<file path="config.mk">
export PLATFORM = sky130hd
export DESIGN_NAME = alu_control
export DESIGN_NICKNAME = d
export VERILOG_FILES = /design/src/rtl/alu_control.sv
export SDC_FILE = /design/constraint.sdc
export NUM_CORES = 1
export LEC_CHECK = 0
export BUFFER_PORTS_ARGS = -buffer_cell sky130_fd_sc_hd__buf_4
export CAP_MARGIN = 10
export CORE_AREA = 2 2 39 41
export CTS_BUF_LIST = sky130_fd_sc_hd__clkbuf_2
export DETAILED_ROUTE_END_ITERATION = 10
export DIE_AREA = 0 0 41 43
export PLACE_DENSITY_LB_ADDON = 0.3
export SLEW_MARGIN = 25
export SYNTH_ARGS = -nofsm -noshare
export SYNTH_HDL_FRONTEND = slang
export SYNTH_SLANG_ARGS = --single-unit
</file>
<file path="constraint.sdc">
create_clock -name clk -period 0.82 [get_ports clk]
set_clock_uncertainty 0.2 [all_clocks]
set_input_delay 0.082 -clock clk [delete_from_list [all_inputs] [get_ports clk]]
set_output_delay 0.082 -clock clk [all_outputs]
set_load 0.005 [all_outputs]
</file>
<file path="src/rtl/alu_control.sv">
// rtl/alu_control.sv - registered MIPS ALU-control decoder (alu_op + funct -> 4-bit ALU code)
module alu_control (
  input  logic       clk,
  input  logic       reset,
  input  logic [1:0] alu_op,
  input  logic [5:0] instruction_5_0,
  output logic [3:0] alu_out
);

  localparam logic [3:0] CODE_AND     = 4'b0000;
  localparam logic [3:0] CODE_OR      = 4'b0001;
  localparam logic [3:0] CODE_ADD     = 4'b0010;
  localparam logic [3:0] CODE_SUB     = 4'b0110;
  localparam logic [3:0] CODE_SLT     = 4'b0111;
  localparam logic [3:0] CODE_NOR     = 4'b1100;
  localparam logic [3:0] CODE_NOT     = 4'b1101;
  localparam logic [3:0] CODE_INVALID = 4'b1111;

  localparam logic [5:0] FUNCT_ADD = 6'b100000;
  localparam logic [5:0] FUNCT_SUB = 6'b100010;
  localparam logic [5:0] FUNCT_AND = 6'b100100;
  localparam logic [5:0] FUNCT_OR  = 6'b100101;
  localparam logic [5:0] FUNCT_NOR = 6'b100111;
  localparam logic [5:0] FUNCT_SLT = 6'b101010;
  localparam logic [5:0] FUNCT_NOT = 6'b101111;

  logic [3:0] code;

  // Unrecognised classes and functs decode to the invalid code, which the ALU treats as a no-op.
  always_comb begin
    code = CODE_INVALID;
    unique case (alu_op)
      2'b00: code = CODE_ADD;
      2'b01: code = CODE_SUB;
      2'b10: begin
        case (instruction_5_0)
          FUNCT_ADD: code = CODE_ADD;
          FUNCT_SUB: code = CODE_SUB;
          FUNCT_AND: code = CODE_AND;
          FUNCT_OR:  code = CODE_OR;
          FUNCT_NOR: code = CODE_NOR;
          FUNCT_SLT: code = CODE_SLT;
          FUNCT_NOT: code = CODE_NOT;
          default:   code = CODE_INVALID;
        endcase
      end
      2'b11: code = CODE_INVALID;
      default: code = CODE_INVALID;
    endcase
  end

  always_ff @(posedge clk or negedge reset) begin
    if (!reset) begin
      alu_out <= 4'b0000;
    end else begin
      alu_out <= code;
    end
  end

endmodule

</file>
==> Yosys cells after proc, flatten, opt, wreduce, memory -nomap -nowiden <==
Cells that the tools add are included.
W data, S select, Z words.
{ "classes": {"eq_ne": 10, "muxes": 2, "reduce_logical": 1} }
{ "ops": {"columns": ["cell", "count"], "rows": [
  ["$eq A6 B6 Y1 const B", 7],
  ["$pmux W4 S7", 1],
  ["$pmux W4 S4", 1],
  ["$eq A2 B2 Y1 const B", 2],
  ["$eq A2 B1 Y1 const B", 1],
  ["$logic_not A2 Y1", 1]
]} }
{ "word_totals": {"wordCells": 14, "input_bits": 10, "output_inout_bits": 4, "ff_bits": 4} }

==> Longest topological paths before layout <==
Gate-level depths: netlist of run 1.
{ "logic_depth": {"ltp_word": 3, "depth_mapped": 3, "depth_no_buf": 3} }

==> Worst setup path after synthesis of run 1 <==
Ideal clock, no wire load.
{ "synth_path": {"path_type": "input port to flip-flop", "start": "input port instruction_5_0[5]", "end": "register alu_out[0]", "path_buffers": 0, "required_time_ns": 0.492, "setup_time_ns": 0.128, "arrival_time_ns": 0.575, "path_slack_ns": -0.083, "cell_stages": 3, "cell_sequence": "nor2b_1 and4bb_1 a31oi_1"} }
{ "synth_between": {"elab_chain_len": 3, "word_cells_on_any_way": 9, "classes_between": "eq/ne (7); mux (2)"} }
{ "synth_rtl": {"columns": ["item", "line", "source"], "rows": [
  ["from (decl)", "6", "input logic [5:0] instruction_5_0,"],
  ["$eq A6 B6 Y1", "36", "case (instruction_5_0)"],
  ["$pmux W4 S7 (*)", "36", null],
  ["$pmux W4 S4 (*)", "32", "unique case (alu_op)"],
  ["named net code[0]", "27", "logic [3:0] code;"],
  ["to (signal assigned)", "56", "alu_out <= code;"],
  ["to (decl)", "7", "output logic [3:0] alu_out"]
]} }
The timed path passes the listed nets; every way through them passes the cells marked *.

==> Worst setup path in the final report of run 1 <==
{ "layout_path": {"start": "register alu_out[0]", "end": "output port alu_out[0]"} }
No word-level cell between the ends.

==> impl_metrics.toml, run 1 <==
[clocking]
cts_hold_buf = 1
clock_tree.buffer_depth = 2
root_buffer = "clkbuf_2"
cts_sinks = 4
htreeDepth = 1
path_clk_slew_ps = 40
numCtsBuffers = 3
cts_tree = "done"
post_cts_buffers = 0

[yosys]
yosys_register_bits = 4
synth_cells = 22
synth_fp_nets = 32
syn-mean-instance-area_um2 = 10.5
synth_top_area_cell = "dfrtp_1"
synth-seq-area-share_pct = 43.5
netlist_area_um2 = 230
synth_area_leaders = "dfrtp_1 (43%), and4bb_1 (11%), a31oi_1 (5.4%)"
synth_top_area_share_pct = 43.5
synth_cell_types = 17
yosysWarnings = 0

[timing]
period_needed_ps = 958
slew_headroom_pct = 87.4
setup_ws_ps = -138
rsz0062_at_grt = "true"
tightestPinTransition_ps = 189
hold_violations = 3
timing.hold.ws_ps = -98.3
fin_crit_sh_pct = 117
finalMaxSlewViolations = 0
fmax_ghz = 1.04
finalSetupViolations = 4

[floorplanning]
io_pins = 14
die_w_um = 41
die_h_um = 43
core_um2 = 1380
row_count = 14
start_util_pct = 16.6
fp.dieArea_um2 = 1760

[status]
status = "complete, but fails checks"
violations = "hold timing, setup timing"

[place]
hpwlAfterDp_um = 449
place_area_um2 = 390
io_buffers = 13
gp_congestion = 0.618

[power]
intPower_mw = 0.399
p_leak_nw = 0.209
p_per_area_nw_per_um2 = 1160
swShare_pct = 23.6
power.switching_mw = 0.123
p_seq_share_pct = 40.7
peakVddDrop_v = 0.000337
p_clk_share_pct = 32.6
comb_power_share_pct = 26.8
power_mw = 0.522

[drt]
ant_nets = 0
viasPerCell = 4.19
dr.pass1.iters = 2
drt_wl_total_um = 522
drt_iter0_markers = 3
drc_errors = 0
wl_per_cell_um = 8.85
vias = 247

[grt]
grt_pass1_vias = 202
grt_max_degree = 6
grt_overflow_total = 0
grt_first_pass_wirelength_um = 724
track_usage_pct = 6.53
antenna_found_initial = 0

[worst_setup_path]
crit_path_start_kind = "register"
end_kind = "output pin"
required_ps = 540
crit_fanout = 1
crit_chain = "buf_6"
crit_cells = 1
worstSetupPathType = "register to output pin"
critical_path_buf_inv_count = 1
cp_top_family = "flip-flops"
crit_path_top_delay_cell = "dfrtp_1"
cp_data_arrival_time_ps = 680
cp_slowest_stage_delay_ps = 370

[cells_and_area]
syn2layout_area_growth_pct = 95.7
nets = 55
final_common_cell = "buf_4"
diodes = 0
largest_reg_flops = 4
layout-drive-gt1-share_pct = 58.1
stdcell_area_um2 = 450
largest_registers = "alu_out (4)"
top_register = "alu_out"
final_cell_mix = "buf_4 (10), buf_6 (7), dfrtp_1 (4)"

[run]
drv_cap = 0

[hold_path]
hold_depth = 2
hold_path.class = "primary input to register"
-- what timing repair did --
item / in CTS / in global routing
endpoints found under the hold margin: 7 / 3
setup endpoints to repair: 4 / 8
pin swaps: 0 / 4
gates resized for setup: 4 / 5
-- logic make-up after synthesis --
family / share of synthesized area (%)
AOI/OAI and AO/OA: 14.1
xor gates and xnor gates: 3.81
buffers and inverters: 1.63
DFF: 43.5
and+or+nand+nor: 37.0
-- cell usage after synthesis, drive strengths merged --
| library cell | number |
|---|---|
| and4b | 1 |
| nor2 | 1 |
| a31oi | 2 |
| nor4b | 1 |
| nand2b | 1 |
| nor2b | 2 |
| and4bb | 2 |
| nand2 | 1 |
| a21oi | 1 |
| o21bai | 1 |
| xnor2 | 1 |
| or2 | 1 |
| a22oi | 1 |
| inv | 1 |
| dfrtp | 4 |
| nand3 | 1 |
-- per-layer routing --
metal	wire length, um	track usage [%]	part of all wire, %
met4	0	8.00	0
met3	75	2.09	14
met2	255	9.06	49
met5	0	0	0
met1	191	6.43	37
-- metrics by stage --
step | hold WS, ps | cells | TNS [ps] | setup slack, ps | utilization [%]
2_1_floorplan | -414 | 22 | -93.1 | -40.1 | -
3_3_place_gp | -321 | 55 | -842 | -221 | 28.2
3_5_place_dp | -319 | 55 | -800 | -211 | 28.2
4_1_cts | -107 | 59 | -599 | -155 | 31.1
5_1_grt | -94.5 | 59 | -665 | -171 | 32.5
6_report | -98.3 | 59 | -538 | -138 | 32.5
-- path summary, 6_finish.rpt --
kind	startpoint	to	slack, ps
setup / recovery	alu_out[0]	alu_out[0]	-140
min in group asynchronous	reset	alu_out[0]	20
hold / removal	alu_op[0]	alu_out[2]	-100
max in group asynchronous	reset	alu_out[1]	300
-- power groups by stage --
stage | logic [mW] | clock network [mW] | registers [mW]
final | 0.140 | 0.170 | 0.212
after global routing | 0.155 | 0.187 | 0.213
after CTS | 0.133 | 0.179 | 0.213
after detailed placement | 0.124 | 0 | 0.213
after global placement | 0.124 | 0 | 0.213
after floorplan | 0.0395 | 0 | 0.215
-- layout make-up --
class	instances	area, um^2
Clock buffer	3	15.0
Fill cell	151	933
Inverter	1	3.75
Multi-Input combinational cell	17	148
Sequential cell	4	100
Tap cell	16	20.0
Timing Repair Buffer	18	164
Power figures use the tool's default switching activity.
==> run 2, diff against run 1 <==
--- a/config.mk
+++ b/config.mk
@@ -11,7 +11,7 @@
 export CTS_BUF_LIST = sky130_fd_sc_hd__clkbuf_2
 export DETAILED_ROUTE_END_ITERATION = 10
 export DIE_AREA = 0 0 41 43
-export PLACE_DENSITY_LB_ADDON = 0.3
+export PLACE_DENSITY = 0.38
 export SLEW_MARGIN = 25
 export SYNTH_ARGS = -nofsm -noshare
 export SYNTH_HDL_FRONTEND = slang
==> run 2 against run 1 <==
  * The flow still finishes with violations (hold timing, setup timing)
  * Sequential cell count did not move
  * Highest routed layer is now met4
  * Non-clock buffer count fell by 1
  * Worst setup slack worse by 0.94 ps
  * Worst hold slack got worse by 0.76 ps
  * Utilization up 1.7 points
  * Wire length grew 13%
  * Sequential power hardly changed
  * Global-route usage increased by 0.90 points
  * Sequential share of layout area is 1.1 points lower
  * Critical path type unchanged
  * Die area did not move
  * Power increased by 2.5%
==> impl_metrics.toml, run 2 (synthesis results as in run 1) <==
[worst_setup_path]
crit_path_start_kind = "register"
cp-startpoint = "alu_out[2]"
cp_top_family = "flip-flops"
crit_fanout = 1
cp_slowest_stage_delay_ps = 360
crit_path_top_delay_cell = "dfrtp_1"
end_kind = "output pin"
critical_path_buf_inv_count = 1
required_ps = 540
crit_chain = "buf_6"
worstSetupPathType = "register to output pin"
cp_data_arrival_time_ps = 680

[timing]
hold_violations = 2
finalMaxSlewViolations = 0
period_needed_ps = 958
rsz0062_at_grt = "true"
timing.hold.ws_ps = -99.0
setup_ws_ps = -138
tightestPinTransition_ps = 239
tns_ps = -574
finalSetupViolations = 6
fmax_ghz = 1.04
slew_headroom_pct = 84.0
fin_crit_sh_pct = 117

[cells_and_area]
fillerInstances = 142
regArea_um2 = 100
multi_input_area_um2 = 175
post-route-util_pct = 34.3
largest_reg_flops = 4
diodes = 0
stdcell_area_um2 = 474
syn2layout_area_growth_pct = 106
top_register = "alu_out"
nets = 54
final_cell_mix = "buf_4 (9), buf_6 (6), dfrtp_1 (4)"
largest_registers = "alu_out (4)"
layout-drive-gt1-share_pct = 71.4
final_common_cell = "buf_4"

[hold_path]
holdCritStartpoint = "alu_op[0]"
hold_path.class = "primary input to register"
hold_depth = 2
hold_end = "alu_out[2]"

[clocking]
cts_tree = "done"
htreeDepth = 1
clock_tree.buffer_depth = 2
numCtsBuffers = 3
cts_sinks = 4
root_buffer = "clkbuf_2"
path_clk_slew_ps = 40
cts_hold_buf = 1

[drt]
viasPerCell = 4.22
drt_wl_total_um = 590
wl_per_cell_um = 10.2
drt_iter0_markers = 0
vias = 245
dr.pass1.iters = 1
drc_errors = 0
ant_nets = 0

[grt]
busiest_layer = "met2"
grt_overflow_total = 0
groute.layer.met1.usage_pct = 6.43
grt_first_pass_wirelength_um = 821
antenna_found_initial = 0
grt_pass1_vias = 230
track_usage_pct = 7.43
grt_max_degree = 6
grt_use_met2_pct = 11.3
grtUsageMet3_pct = 1.57

[floorplanning]
io_pins = 14
start_util_pct = 16.6
row_count = 14
die_h_um = 43
die_w_um = 41
fp.dieArea_um2 = 1760
core_um2 = 1380

[run]
drv_cap = 0

[status]
violations = "hold timing, setup timing"
status = "complete, but fails checks"

[place]
gp_congestion = 0.756
place_area_um2 = 375
io_buffers = 13

[power]
p_per_area_nw_per_um2 = 1130
peakVddDrop_v = 0.000339
p_leak_nw = 0.210
run 2: area by class of cell:
type	count	area share, %
Tap cell	16	4.22
Inverter	1	0.792
Timing Repair Buffer	17	33.8
Clock buffer	3	3.17
Multi-Input combinational cell	17	36.9
Sequential cell	4	21.1
run 2: how the worst max path moves through the flow:
stage                       endpoint  slack (ps)  cells past startpoint
final                     alu_out[2]        -140                      1
after CTS                 alu_out[2]        -160                      1
after global placement    alu_out[0]        -240                      4
after global routing      alu_out[1]        -170                      1
after detailed placement  alu_out[0]        -230                      4
after floorplan           alu_out[0]         -40                      3
run 2: report_power, final:
part	switching, mW	internal, mW	total [mW]
combinational	0.0558	0.0970	0.153
clock	0.0723	0.0982	0.171
sequential	0.00398	0.208	0.212
total	0.132	0.403	0.536
run 2: metal layers:
layer | wire length, um | share of wire, %
met5 | 0 | 0
met4 | 10 | 1.7
met3 | 59 | 10
met2 | 344 | 58
met1 | 176 | 30
run 2: through the flow:
| stage | setup slack (ps) | power (mW) | cells |
|---|---|---|---|
| floorplan | -40.1 | 0.254 | 22 |
| global placement | -242 | 0.329 | 53 |
| detailed placement | -232 | 0.330 | 53 |
| CTS | -161 | 0.529 | 57 |
| global route | -167 | 0.567 | 58 |
| finish | -138 | 0.536 | 58 |
run 2: repair_timing:
item	CTS	global route
setup buffers	0	1
pin swaps	2	5
setup endpoints to repair	6	8
resized for setup	6	10
endpoints found under the hold margin	8	2
